[src/rtl/fb_port_arbiter_if.sv]
// Host write channel and SRAM port bundled for the frame-buffer arbiter.
// The slave modport is the arbiter. The master modport is the host plus the SRAM that surround it.
interface fb_port_arbiter_if #(
  parameter int DW = 8,
  parameter int AW = 19
);
  logic          wr_valid;
  logic          wr_ready;
  logic [AW-1:0] wr_addr;
  logic [DW-1:0] wr_data;
  logic [2:0]    fifo_level;
  logic          mem_en;
  logic          mem_we;
  logic [AW-1:0] mem_addr;
  logic [DW-1:0] mem_wdata;
  logic [DW-1:0] mem_rdata;

  modport master (
    output wr_valid, wr_addr, wr_data, mem_rdata,
    input  wr_ready, fifo_level, mem_en, mem_we, mem_addr, mem_wdata
  );

  modport slave (
    input  wr_valid, wr_addr, wr_data, mem_rdata,
    output wr_ready, fifo_level, mem_en, mem_we, mem_addr, mem_wdata
  );
endinterface

[src/rtl/fb_port_arbiter.sv]
// Shares the single frame-buffer SRAM port between scan-out reads and host writes.
// Scan-out reads always win. Host writes wait in a small FIFO and drain in free cycles.
module fb_port_arbiter #(
  parameter int DW         = 8,
  parameter int AW         = 19,
  parameter int H_ACTIVE   = 640,
  parameter int H_TOTAL    = 800,
  parameter int V_ACTIVE   = 480,
  parameter int V_TOTAL    = 525,
  parameter int FIFO_DEPTH = 4
) (
  input  logic          clk,
  input  logic          rst,
  fb_port_arbiter_if.slave bus,
  input  logic          pix_pulse,
  input  logic [9:0]    col,
  input  logic [9:0]    row,
  input  logic          blank_only,
  output logic [DW-1:0] pix_data,
  output logic          pix_valid,
  output logic          frame_start
);

  localparam int            PW       = (FIFO_DEPTH > 1) ? $clog2(FIFO_DEPTH) : 1;
  localparam logic [9:0]    H_ACT    = 10'(H_ACTIVE);
  localparam logic [9:0]    V_ACT    = 10'(V_ACTIVE);
  localparam logic [9:0]    H_LAST   = 10'(H_TOTAL - 1);
  localparam logic [9:0]    V_LAST   = 10'(V_TOTAL - 1);
  localparam logic [AW-1:0] LAST_PIX = AW'(H_ACTIVE * V_ACTIVE - 1);
  localparam logic [2:0]    DEPTH    = 3'(FIFO_DEPTH);

  typedef enum logic [1:0] {IDLE, READ, WRITE} state_t;

  state_t        state;
  logic [AW-1:0] scan_addr;
  logic [AW-1:0] fifo_addr [FIFO_DEPTH];
  logic [DW-1:0] fifo_data [FIFO_DEPTH];
  logic [PW-1:0] head;
  logic [PW-1:0] tail;
  logic [2:0]    level;
  logic          active;
  logic          do_read;
  logic          do_write;
  logic          push;
  logic          resync;
  logic          rd_pend;

  assign active   = (col < H_ACT) && (row < V_ACT);
  assign do_read  = pix_pulse && active;
  assign do_write = !do_read && (level != 3'd0) && (!blank_only || !active);
  assign push     = bus.wr_valid && bus.wr_ready;
  assign resync   = pix_pulse && (col == H_LAST) && (row == V_LAST);

  // wr_ready looks only at the stored level, so a full FIFO never accepts, even while popping
  assign bus.wr_ready   = level < DEPTH;
  assign bus.fifo_level = level;
  assign bus.mem_en     = (state != IDLE);
  assign bus.mem_we     = (state == WRITE);

  always_ff @(posedge clk) begin
    if (push) begin
      fifo_addr[tail] <= bus.wr_addr;
      fifo_data[tail] <= bus.wr_data;
    end
  end

  always_ff @(posedge clk) begin
    if (rst) begin
      state         <= IDLE;
      scan_addr     <= '0;
      head          <= '0;
      tail          <= '0;
      level         <= '0;
      bus.mem_addr  <= '0;
      bus.mem_wdata <= '0;
      rd_pend       <= 1'b0;
      pix_valid     <= 1'b0;
      pix_data      <= '0;
      frame_start   <= 1'b0;
    end else begin
      frame_start <= resync;
      // SRAM data arrives the cycle after a read, and it is registered one cycle later
      rd_pend     <= (state == READ);
      pix_valid   <= rd_pend;
      if (rd_pend) pix_data <= bus.mem_rdata;

      if (push) tail <= tail + 1'b1;
      if (do_write) head <= head + 1'b1;
      if (push && !do_write) level <= level + 3'd1;
      else if (!push && do_write) level <= level - 3'd1;

      if (do_read) begin
        state        <= READ;
        bus.mem_addr <= scan_addr;
        scan_addr    <= (scan_addr == LAST_PIX) ? '0 : scan_addr + 1'b1;
      end else if (do_write) begin
        state         <= WRITE;
        bus.mem_addr  <= fifo_addr[head];
        bus.mem_wdata <= fifo_data[head];
      end else begin
        state <= IDLE;
      end

      // The end-of-frame pulse is always in blanking, so it never coincides with a read
      if (resync) scan_addr <= '0;
    end
  end

endmodule
[src/flat_wrapper.sv]
// flat-port wrapper written by rule: the top's interface ports become plain ports
module fb_port_arbiter_flat 
#(
  parameter int DW         = 8,
  parameter int AW         = 19,
  parameter int H_ACTIVE   = 640,
  parameter int H_TOTAL    = 800,
  parameter int V_ACTIVE   = 480,
  parameter int V_TOTAL    = 525,
  parameter int FIFO_DEPTH = 4
)
  (clk, rst, pix_pulse, col, row, blank_only, pix_data, pix_valid, frame_start, bus_wr_valid, bus_wr_addr, bus_wr_data, bus_mem_rdata, bus_wr_ready, bus_fifo_level, bus_mem_en, bus_mem_we, bus_mem_addr, bus_mem_wdata);
  fb_port_arbiter_if #(.DW(DW), .AW(AW)) bus_i ();
  input  logic clk;
  input  logic rst;
  input  logic pix_pulse;
  input  logic [9:0] col;
  input  logic [9:0] row;
  input  logic blank_only;
  output logic [DW-1:0] pix_data;
  output logic pix_valid;
  output logic frame_start;
  input wire logic [$bits(bus_i.wr_valid)-1:0] bus_wr_valid;
  input wire logic [$bits(bus_i.wr_addr)-1:0] bus_wr_addr;
  input wire logic [$bits(bus_i.wr_data)-1:0] bus_wr_data;
  input wire logic [$bits(bus_i.mem_rdata)-1:0] bus_mem_rdata;
  output wire logic [$bits(bus_i.wr_ready)-1:0] bus_wr_ready;
  output wire logic [$bits(bus_i.fifo_level)-1:0] bus_fifo_level;
  output wire logic [$bits(bus_i.mem_en)-1:0] bus_mem_en;
  output wire logic [$bits(bus_i.mem_we)-1:0] bus_mem_we;
  output wire logic [$bits(bus_i.mem_addr)-1:0] bus_mem_addr;
  output wire logic [$bits(bus_i.mem_wdata)-1:0] bus_mem_wdata;
  assign bus_i.wr_valid = bus_wr_valid;
  assign bus_i.wr_addr = bus_wr_addr;
  assign bus_i.wr_data = bus_wr_data;
  assign bus_i.mem_rdata = bus_mem_rdata;
  assign bus_wr_ready = bus_i.wr_ready;
  assign bus_fifo_level = bus_i.fifo_level;
  assign bus_mem_en = bus_i.mem_en;
  assign bus_mem_we = bus_i.mem_we;
  assign bus_mem_addr = bus_i.mem_addr;
  assign bus_mem_wdata = bus_i.mem_wdata;
  fb_port_arbiter #(.DW(DW), .AW(AW), .H_ACTIVE(H_ACTIVE), .H_TOTAL(H_TOTAL), .V_ACTIVE(V_ACTIVE), .V_TOTAL(V_TOTAL), .FIFO_DEPTH(FIFO_DEPTH)) u_core (.clk(clk), .rst(rst), .bus(bus_i), .pix_pulse(pix_pulse), .col(col), .row(row), .blank_only(blank_only), .pix_data(pix_data), .pix_valid(pix_valid), .frame_start(frame_start));
endmodule
[config.mk]
export PLATFORM = sky130hd
export DESIGN_NAME = fb_port_arbiter_flat
export DESIGN_NICKNAME = d
export VERILOG_FILES = /design/src/rtl/fb_port_arbiter_if.sv /design/src/rtl/fb_port_arbiter.sv /design/src/flat_wrapper.sv
export SDC_FILE = /design/constraint.sdc
export NUM_CORES = 1
export LEC_CHECK = 0
export ABC_AREA = 1
export ABC_CLOCK_PERIOD_IN_PS = 2100
export CAP_MARGIN = 10
export CORE_MARGIN = 10
export CORE_UTILIZATION = 49
export CTS_BUF_LIST = sky130_fd_sc_hd__clkbuf_16
export CTS_CLUSTER_DIAMETER = 120
export DETAILED_ROUTE_END_ITERATION = 8
export PLACE_DENSITY = 0.86
export SYNTH_ARGS = -nofsm -noshare
export SYNTH_HDL_FRONTEND = slang
export SYNTH_SLANG_ARGS = --single-unit
[constraint.sdc]
create_clock -name clk -period 2.1 [get_ports clk]
set_input_delay 0.21 -clock clk [delete_from_list [all_inputs] [get_ports clk]]
set_output_delay 0.21 -clock clk [all_outputs]
set_load 0.05 [all_outputs]
# After elaboration in Yosys (flattened, before gate mapping)
# Memories as Yosys holds them, arrays and structs flattened. A register that Yosys moved wholly into a read port is not among the register bits.
# Cells that the tools add are included.
# word_totals
n_memories	2
elab_cells	60
mem_bits_rw	108
ff_bits	58
# classes
mux	11
bitwise_logic	1
add_sub_neg	5
eq_ne	5
magnitude_cmp	3
reduce_logical	22
# memory_table
name	depth	width	read_ports	rd_ports_with_merged_regs	wr	line_no	text
u_core.fifo_addr	4	19	1	1	1	fb_port_arbiter.sv:36	logic [AW-1:0] fifo_addr [FIFO_DEPTH];
u_core.fifo_data	4	8	1	1	1	fb_port_arbiter.sv:37	logic [DW-1:0] fifo_data [FIFO_DEPTH];
# op_table
operator	count
$mux 19	3
$eq 10x10->1 const B	2
$add 19x1->19 const B	1
$eq 19x19->1 const B	1
$lt 10x10->1 const B	1
$lt 10x9->1 const B	1
$logic_and 1x1->1	9
$mux 2	3
$mux 3	2
$reduce_bool 2->1	3
$logic_not 1->1	5
$add 2x1->2 const B	2
$reduce_or 2->1	2
$add 3x1->3 const B	1
$lt 3x3->1 const B	1
$mux 1	3
$reduce_bool 3->1	1
$sub 3x1->3 const B	1
$eq 2x1->1 const B	1
$eq 2x2->1 const B	1
$reduce_and 2->1	1
$logic_or 1x1->1	1
$not 1->1	1

# Longest topological paths before layout
# logic_depth
word_depth	9
ltp_mapped	13

# Least setup slack after synthesis
# Ideal clock, no wire load.
# synth_timing
kind	reg2reg
startpoint	register u_core.level[2], in the netlist u_core.bus.fifo_level[2]
endpoint	memory u_core.fifo_addr[0][0] (enable)
arrival_time_ns	2.378
required_ns	1.689
slack_ns	-0.689
stages_incl_launch_ff	4
cell_sequence	dfxtp_1 -> inv_1 -> nand2_1 -> nor2_1
# synth_via
elab_chain_cells	4
# synth_rtl
element	line_no	text
start: declaration	fb_port_arbiter.sv:40	logic [2:0] level;
start signal: assignment	fb_port_arbiter.sv:89	if (push && !do_write) level <= level + 3'd1;
start signal: assignment	fb_port_arbiter.sv:90	else if (!push && do_write) level <= level - 3'd1;
$lt 3x3->1	fb_port_arbiter.sv:55	assign bus.wr_ready = level < DEPTH;
via bus_wr_ready	flat_wrapper.sv:27	output wire logic [$bits(bus_i.wr_ready)-1:0] bus_wr_ready;
$logic_and 1x1->1	fb_port_arbiter.sv:51	assign push = bus.wr_valid && bus.wr_ready;
$mux 1	fb_port_arbiter.sv:61	if (push) begin
$mux 1 (implied by the code)	fb_port_arbiter.sv:62	fifo_addr[tail] <= bus.wr_addr;
end: declaration	fb_port_arbiter.sv:36	
# The timed path passes the listed nets, and every way through them passes these cells.

# Worst setup path in the final report
# layout_timing
startpoint	register u_core.level[1], in the netlist u_core.bus.fifo_level[1]
endpoint	output port bus_fifo_level[1]
# layout_rtl
element	line_no	text
end: declaration	flat_wrapper.sv:28	output wire logic [$bits(bus_i.fifo_level)-1:0] bus_fifo_level;
# No word-level cell between the ends.

==> key figures <==
Placement
  – Gpl congestion: 0.922
  – Placed cell count: 1,014
  – Port Buf Inserts: 102
  – Area post-placement: 8580 um2
  – DP Wirelength: 11,300 um

Synth
  – Mean post-synth cell area: 9.82 um2
  – Most used DFF post-synth: edfxtp_1
  – Mapped Nets: 800
  – Synth top area cells: edfxtp_1 45%, dfxtp_1 19%, nor2_1 8.9%
  – Yosys top cell by area: edfxtp_1
  – Post-synthesis sequential area ratio: 63.9%
  – Top-area cell type share of the netlist area: 45.0%
  – Ys Warns: 0
  – Share of flip-flops with an asynchronous set or reset: 0%
  – Mapped Area: 7200 um2
  – Number of synthesized flops with an enable pin: 108
  – Synth Register Bits: 176
  – Unique cell type count in the Yosys netlist: 34
  – Cells after Synth: 733

Power
  – Leakage: 3.38 nW
  – Pwr Density: 1280 nW/um2
  – Peak VDD IR: 0.000662 V

Global route
  – All-Layer GR Usage: 17.0%
  – Number of global-route vias before repair: 5,427
  – Global-route wire length before repair: 27,100 um
  – Initial antenna violation count: 0
  – Total gr overflow: 0
  – Pin count of the biggest net entering global routing: 39

STA
  – Final Setup Violations: 0
  – Worst-Margin Slew: 677 ps
  – Hold Fails Final Rpt: 0
  – Slew HR: 54.8%
  – WHS: 363 ps
  – Period utilization: 91.3%
  – RSZ-0062 raised after global routing: no
  – Final Skew: 8.87 ps
  – Minimum clock period: 1920 ps
  – Fin. max-slew vios: 0
  – Fmax: 0.521 GHz

Layout
  – Fillers: 1,063
  – Final Cell Area: 9160 um2
  – Register area: 4610 um2
  – Final std cells w/o fill: 1,046
  – P&R area growth vs syn: 27.2%
  – Ant diodes: 0
  – Fin util: 63.3%
  – # nets final: 916
  – Layout cells sized above 1: 10.1%
  – Commonest non-fill, non-tap cell in the layout: nor2_1
  – Area of the multi-input gates: 2300 um2
  – Most frequent cells in the layout: 166 x nor2_1, 108 x nand2_1, 108 x edfxtp_1

Critical path
  – R2R setup slack: 350 ps
  – Critical Path RT: 1890 ps
  – RR Endpoint: u_core.bus.fifo_level[2]
  – Critical path type: flop to primary output
  – Worst-path cell chain: clkdlybuf4s50_1
  – Critical Path End Type: primary output
  – Cell family with most CP delay: buffers and inverters
  – Critical path startpoint category: flop
  – Arrival time at the worst endpoint: 1710 ps
  – Worst path bufs/invs: 1
  – Worst path slowest cell: clkdlybuf4s50_1
  – Worst R2R Path Depth: 10
  – Max FO, Critical Path: 4
  – Critical R2R Launch: u_core.bus.fifo_level[1]
  – Slowest cell delay on critical path: 850 ps

Flow run
  – Max-cap violations: 0

Routing
  – Via Count: 5,551
  – Wl on met1: 6910 um
  – DRT Pass-1 Iters: 6
  – DRC Markers: 0
  – DRT Wirelength: 17,000 um
  – Post-route ant nets: 0
  – Met3 wire len: 1410 um
  – Routed len/inst: 16.2 um
  – Vias per Instance: 5.31
  – Top Layer Used: met4
  – Wire length on met2: 8410 um
  – Drt first-iter violations: 594

CTS
  – CTS tree: done
  – H-tree Lvls: 4
  – Hold_buf cts: 0
  – Post-CTS Setup Inserts: 0
  – CTS max path bufs: 2
  – CTS sink cnt: 176
  – Clock-pin slew on the worst setup and hold paths: 70 ps
  – Cts bufs inserted: 17
  – Clock Latency Late Sink: 430 ps
  – CTS Root Cell: clkbuf_16
  – Post-CTS Resized: 0

Die
  – Std cell rows: 44
  – Starting Density: 49.7%
  – Vert. Die Dim: 141 um
  – CORE AREA: 14,500 um2
  – Die area: 19,900 um2
  – Die X: 141 um
  – Number of I/O pins: 103

Min path
  – WHS Endpoint: u_core.pix_data[1]
  – Hold Path Depth: 3
  – Min-Delay Startpoint: bus_mem_rdata[1]
  – Hold crit path type: primary input to flop

Status
  – Outcome: complete, no violations
==> synthesized netlist by cell type (5+ instances only) <==
master,instances
nor2_1,170
nand2_1,109
edfxtp_1,108
o21ai_0,87
dfxtp_1,68
inv_1,41
nand3_1,23
a21oi_1,18
o22ai_1,17
clkbuf_1,14
buf_2,12
nand3b_1,9
nand4_1,8
nor2_4,7
ha_1,6
nor3_1,5
==> final cells by class <==
class                   count  share of cell area (%)
flip-flops and latches    176                    50.3
multi-input cells         483                    25.1
repair buffers            126                    13.8
clock buffers              17                    4.64
well taps                 184                    2.51
inverters                  45                    1.88
clock inverters            15                    1.73
==> flip-flops by register name, summed over array words and instances, names as in the netlist, named ones only <==
signal / count
u_core.fifo_addr: 76
u_core.fifo_data: 32
u_core.bus.mem_addr: 19
u_core.scan_addr: 19
u_core.bus.mem_wdata: 8
u_core.pix_data: 8
u_core.bus.fifo_level: 3
u_core.head: 2
u_core.state: 2
u_core.tail: 2
u_core.frame_start: 1
u_core.pix_valid: 1
u_core.rd_pend: 1
==> layer usage <==
| layer | track usage, % | vias up |
|---|---|---|
| met5 | 0 | - |
| li1 | - | 2716 |
| met2 | 28.8 | 200 |
| met1 | 20.1 | 2610 |
| met4 | 6.58 | 0 |
| met3 | 4.80 | 25 |
==> worst reg2reg max path: cells and delay by family, from the launching register on <==
kind	cells	cell delay [ps]
and+or+nand+nor	3	250
adders and majority gates	2	520
DFF	1	360
buffers and inverters	1	60
AOI/OAI and AO/OA	4	460
==> cell families (layout without fill, tap and decap cells) <==
group                      after synthesis  count (layout)  share of synthesized area (%)
adders and majority gates                7               7                           1.32
and+or+nand+nor                        345             345                           20.9
buffers and inverters                   74             203                           4.27
DFF                                    176             176                           63.9
AOI/OAI and AO/OA                      130             130                           9.49
xor gates and xnor gates                 1               1                          0.122
==> per-stage QoR <==
stage                     setup WS (ps)  total power [W]  setup TNS [ps]
after CTS                           161           0.0118               0
after floorplan                    12.1          0.00726               0
after detailed placement           -208          0.00871            -237
after global placement             -133          0.00860            -133
final                               182           0.0117               0
after global routing               80.9           0.0124               0
==> report_power, final <==
| group | total [W] | leakage, nW | internal (W) | switching, W |
|---|---|---|---|---|
| combinational | 0.00417 | 1.55 | 0.00134 | 0.00284 |
| sequential | 0.00449 | 1.55 | 0.00423 | 0.000256 |
| clock | 0.00309 | 0.280 | 0.00169 | 0.00140 |
==> how the worst max path moves through the flow <==
stage	startpoint	endpoint	slack, ps	depth (start not counted)
6_report	u_core.bus.fifo_level[1]	bus_fifo_level[1]	180	1
5_1_grt	col[9]	u_core.bus.fifo_level[2]	80	13
4_1_cts	u_core.bus.fifo_level[1]	bus_fifo_level[1]	160	1
3_5_place_dp	col[7]	u_core.bus.fifo_level[2]	-210	13
3_3_place_gp	col[7]	u_core.bus.fifo_level[2]	-130	13
2_1_floorplan	u_core.bus.fifo_level[2]	u_core.bus.fifo_level[1]	10	9
Power figures use the tool's default switching activity.
==> RTL change 1, RTL diff (same settings) <==
`FIFO_DEPTH` is set to 4 in 2 places; all go to 2.
--- a/src/rtl/fb_port_arbiter.sv
+++ b/src/rtl/fb_port_arbiter.sv
@@ -7,7 +7,7 @@
   parameter int H_TOTAL    = 800,
   parameter int V_ACTIVE   = 480,
   parameter int V_TOTAL    = 525,
-  parameter int FIFO_DEPTH = 4
+  parameter int FIFO_DEPTH = 2
 ) (
   input  logic          clk,
   input  logic          rst,
--- a/src/flat_wrapper.sv
+++ b/src/flat_wrapper.sv
@@ -7,7 +7,7 @@
   parameter int H_TOTAL    = 800,
   parameter int V_ACTIVE   = 480,
   parameter int V_TOTAL    = 525,
-  parameter int FIFO_DEPTH = 4
+  parameter int FIFO_DEPTH = 2
 )
   (clk, rst, pix_pulse, col, row, blank_only, pix_data, pix_valid, frame_start, bus_wr_valid, bus_wr_addr, bus_wr_data, bus_mem_rdata, bus_wr_ready, bus_fifo_level, bus_mem_en, bus_mem_we, bus_mem_addr, bus_mem_wdata);
   fb_port_arbiter_if #(.DW(DW), .AW(AW)) bus_i ();
Behaviour: not the same (Yosys sat finds a counterexample within 4 cycles, from zero or initial values and one cycle with rst high).
==> RTL change 1 against the original RTL <==
Total power fell by 26%; setup slack got worse by 0.032 ns; synthesized area decreased by 31%; wire length shrank 24%; sequential cell count shrank 57; cell area is 26% lower; via count down 26%; non-clock buffer count decreased by 8; critical path type unchanged; critical endpoint is now bus_mem_we; largest power group unchanged; highest routed layer unchanged.
==> RTL change 1: results (changes against the original RTL) <==
* Status: complete, no violations
* Reg2reg start: u_core.bus.fifo_level[2]
* Post-Syn Nets at 606 (-24%)
* Filler cells at 769 (-28%)
* Gp weighted congestion at 0.869 (-5.7%)
* Non-clock inverters at 46 (+2.2%)
* Post-DR vias/cell at 5.10 (-4.0%)
* Buffers outside the clock class at 118 (-6.3%)
* Final clock skew at 0.00614 ns (-0.00274 ns)
* GR Util met3 at 0.0498 (+0.00176)
* Yosys cell types at 31 (-8.8%)
* Critical-path maximum fanout at 2 (-2)
* LEAKAGE at 2.64 nW (-22%)
* Critical path data arrival time at 1.74 ns (+0.03 ns)
* Pwr/cell area at 1270 nW/um^2 (-0.93%)
* 1st-pass router iterations at 4 (-2)
* Fraction of area in registers at 0.431 (-0.0722)
* Met1 Routed Length at 5550 um (-20%)
* Complex-gate fraction of the synthesized area at 0.0725 (-0.0224)
* Tcrit/Tclk final at 0.929 (+0.0152)
* Clock Network Area Fraction at 0.0869 (+0.0231)
* Worst Setup EP: bus_mem_we
* Hold_sp: bus_wr_addr[10]
* Tot GR Track Use at 0.179 (+0.00909)
* Comb power frac at 0.314 (-0.041)
* Signal buf overhead at 0.172 (+0.0336)
* Post-synth top cells: nand2_1, nor2_1, dfxtp_1, edfxtp_1, inv_1
* CP startpoint: u_core.state[1]
* DRT iter0 DRCs at 316 (-47%)
* HPWL Detailed at 9210 um (-19%)
* Worst slack at placement at -0.124 ns (+0.0845 ns)
* Clk pwr share at 0.329 (+0.066)
* Max rail drop VDD at 0.613 mV (-7.4%)
* Slew margin rel. at 0.642 (+0.0945)
* WL per Instance at 16.1 um (-0.72%)
* M2 GR Usage at 0.313 (+0.0257)
* Layout Utilization at 0.692 (+0.0597)
* Total Wirelength at 13000 um (-24%)
* Synth Flop Type: dfxtp_1
## RTL change 1: changes by cell type in the layout (fill, tap and decap cells not counted), moves of 5 or more
cell      change
o21ai_0      -49
nand3_1       +9
nand2_1      +13
mux2_2       +11
buf_4         -5
nor2_1       -89
a21oi_1       +6
o22ai_1      -17
edfxtp_1     -54
nand3b_1      -6
## RTL change 1: worst min-delay path by stage
stage | endpoint | slack (ns) | depth (start not counted)
after floorplan | u_core.fifo_addr[0][0] | 0.31 | 0
after global placement | u_core.rd_pend | 0.42 | 1
after detailed placement | u_core.rd_pend | 0.43 | 1
after CTS | u_core.fifo_data[1][3] | 0.37 | 1
after global routing | u_core.fifo_addr[0][16] | 0.38 | 1
final | u_core.fifo_addr[1][10] | 0.38 | 1
==> RTL change 2, RTL diff (config.mk and constraints unchanged) <==
Made on the original files. The 3 states of `state_t` get a one-hot encoding in 3 bits.
--- a/src/rtl/fb_port_arbiter.sv
+++ b/src/rtl/fb_port_arbiter.sv
@@ -29,7 +29,7 @@
   localparam logic [AW-1:0] LAST_PIX = AW'(H_ACTIVE * V_ACTIVE - 1);
   localparam logic [2:0]    DEPTH    = 3'(FIFO_DEPTH);
 
-  typedef enum logic [1:0] {IDLE, READ, WRITE} state_t;
+  typedef enum logic [2:0] {IDLE = 3'b001, READ = 3'b010, WRITE = 3'b100} state_t;
 
   state_t        state;
   logic [AW-1:0] scan_addr;
Behaviour: no difference found for any inputs over 4 cycles, from zero or initial values and one cycle with rst high; so few cycles prove little.
==> RTL change 2 against the original RTL <==
Setup slack lost 0.093 ns; wire length grew 1.6%; cell area shrank 0.16%; total power shrank 3.2%; synthesized area up 0.73%; synthesized cell count up 0.41%; sequential power barely moved; critical endpoint is now bus_mem_we; sequential cell count rose by 1.
==> RTL change 2: results (changes against the original RTL) <==
* Post-synth top cells: nor2_1, nand2_1, edfxtp_1, o21ai_0, dfxtp_1
* Initial antenna violation count at 2 (+2)
* Share of layout cells above drive strength 1 at 0.110 (+0.00915)
* Vias in the first global route at 5433 (+0.11%)
* Met2 WL at 8270 um (-1.7%)
* Met1 Routed Length at 7210 um (+4.3%)
* Sw Pwr at 0.00424 W (-5.6%)
* Critical-path maximum fanout at 2 (-2)
* Comb power frac at 0.342 (-0.013)
* Final clock skew at 0.00843 ns (-0.000442 ns)
* Met1 GRT Util at 0.206 (+0.00500)
* Hold_sp: bus_mem_rdata[5]
* Top Layer Used: met5
* Sequential area share after synthesis at 0.638 (-0.00187)
* Register-to-register setup slack at 0.37 ns (+0.02 ns)
* Post-DR vias/cell at 5.33 (+0.38%)
* Final nets at 918 (+0.22%)
* WL met3 at 1310 um (-6.5%)
* Gp weighted congestion at 0.901 (-2.3%)
* Worst slew pin tran at 0.600 ns (-0.0773 ns)
* Hold Path End: u_core.pix_data[5]
* LEAKAGE at 3.38 nW (+0.11%)
* Max rail drop VDD at 0.722 mV (+9.0%)
* Clock network power at 0.00299 W (-3%)
* Wire length of the first global-routing pass at 27400 um (+0.97%)
* Yosys cell types at 40 (+18%)
* M2 GR Usage at 0.275 (-0.0128)
* Post-DP Area at 8590 sq um (+0.15%)
* CP startpoint: u_core.state[2]
* GR Util met3 at 0.0477 (-0.000305)
* Status: complete, no violations
* HPWL Detailed at 11400 um (+0.37%)
-- RTL change 2: changes by cell type after synthesis, sizes merged, moves of 3 or more --
cell,before,now
nor2,180,165
o21ai,90,77
nand2,113,133
clkbuf,14,9
nand3,26,32
nand3b,9,2
inv,44,41
o22ai,17,14
a21oi,18,28
buf,15,22
-- RTL change 2: logic make-up (layout without fill, tap and decap cells) --
family,Yosys count,after routing,synth area share
compound gates,124,124,0.0906
xor+xnor,3,3,0.00362
fa+ha+maj,7,7,0.0131
buf+inv,73,200,0.0457
flops,177,177,0.638
other cells,0,1,0
simple gates,352,352,0.209
-- RTL change 2: cell type report --
cell class	instances	area, sq um	share of cell area
Timing Repair Buffer	127	1260	0.138
Clock buffer	17	425	0.0465
Tap cell	184	230	0.0252
Multi-Input combinational cell	486	2310	0.253
Antenna cell	1	2.50	0.000274
Clock inverter	14	129	0.0141
Inverter	42	161	0.0176
Sequential cell	177	4630	0.506
-- RTL change 2: worst max-delay path, delay by kind of cell (launching register included) --
family                 cells  cell delay (ns)
buffers and inverters      2             0.90
flip-flops                 1             0.33
AND/OR/NAND/NOR            1             0.15
-- RTL change 2: stage by stage --
step | setup WS (ns) | utilization | hold WS (ns) | cells | TNS (ns)
final | 0.0890 | 0.629 | 0.369 | 1048 | 0
after detailed placement | -0.140 | 0.591 | 0.434 | 1016 | -0.370
after global routing | 0.00123 | 0.629 | 0.381 | 1047 | 0
after global placement | -0.0876 | 0.591 | 0.430 | 1016 | -0.0876
after floorplan | 0.00618 | - | 0.309 | 736 | 0
after CTS | 0.0656 | 0.629 | 0.355 | 1047 | 0
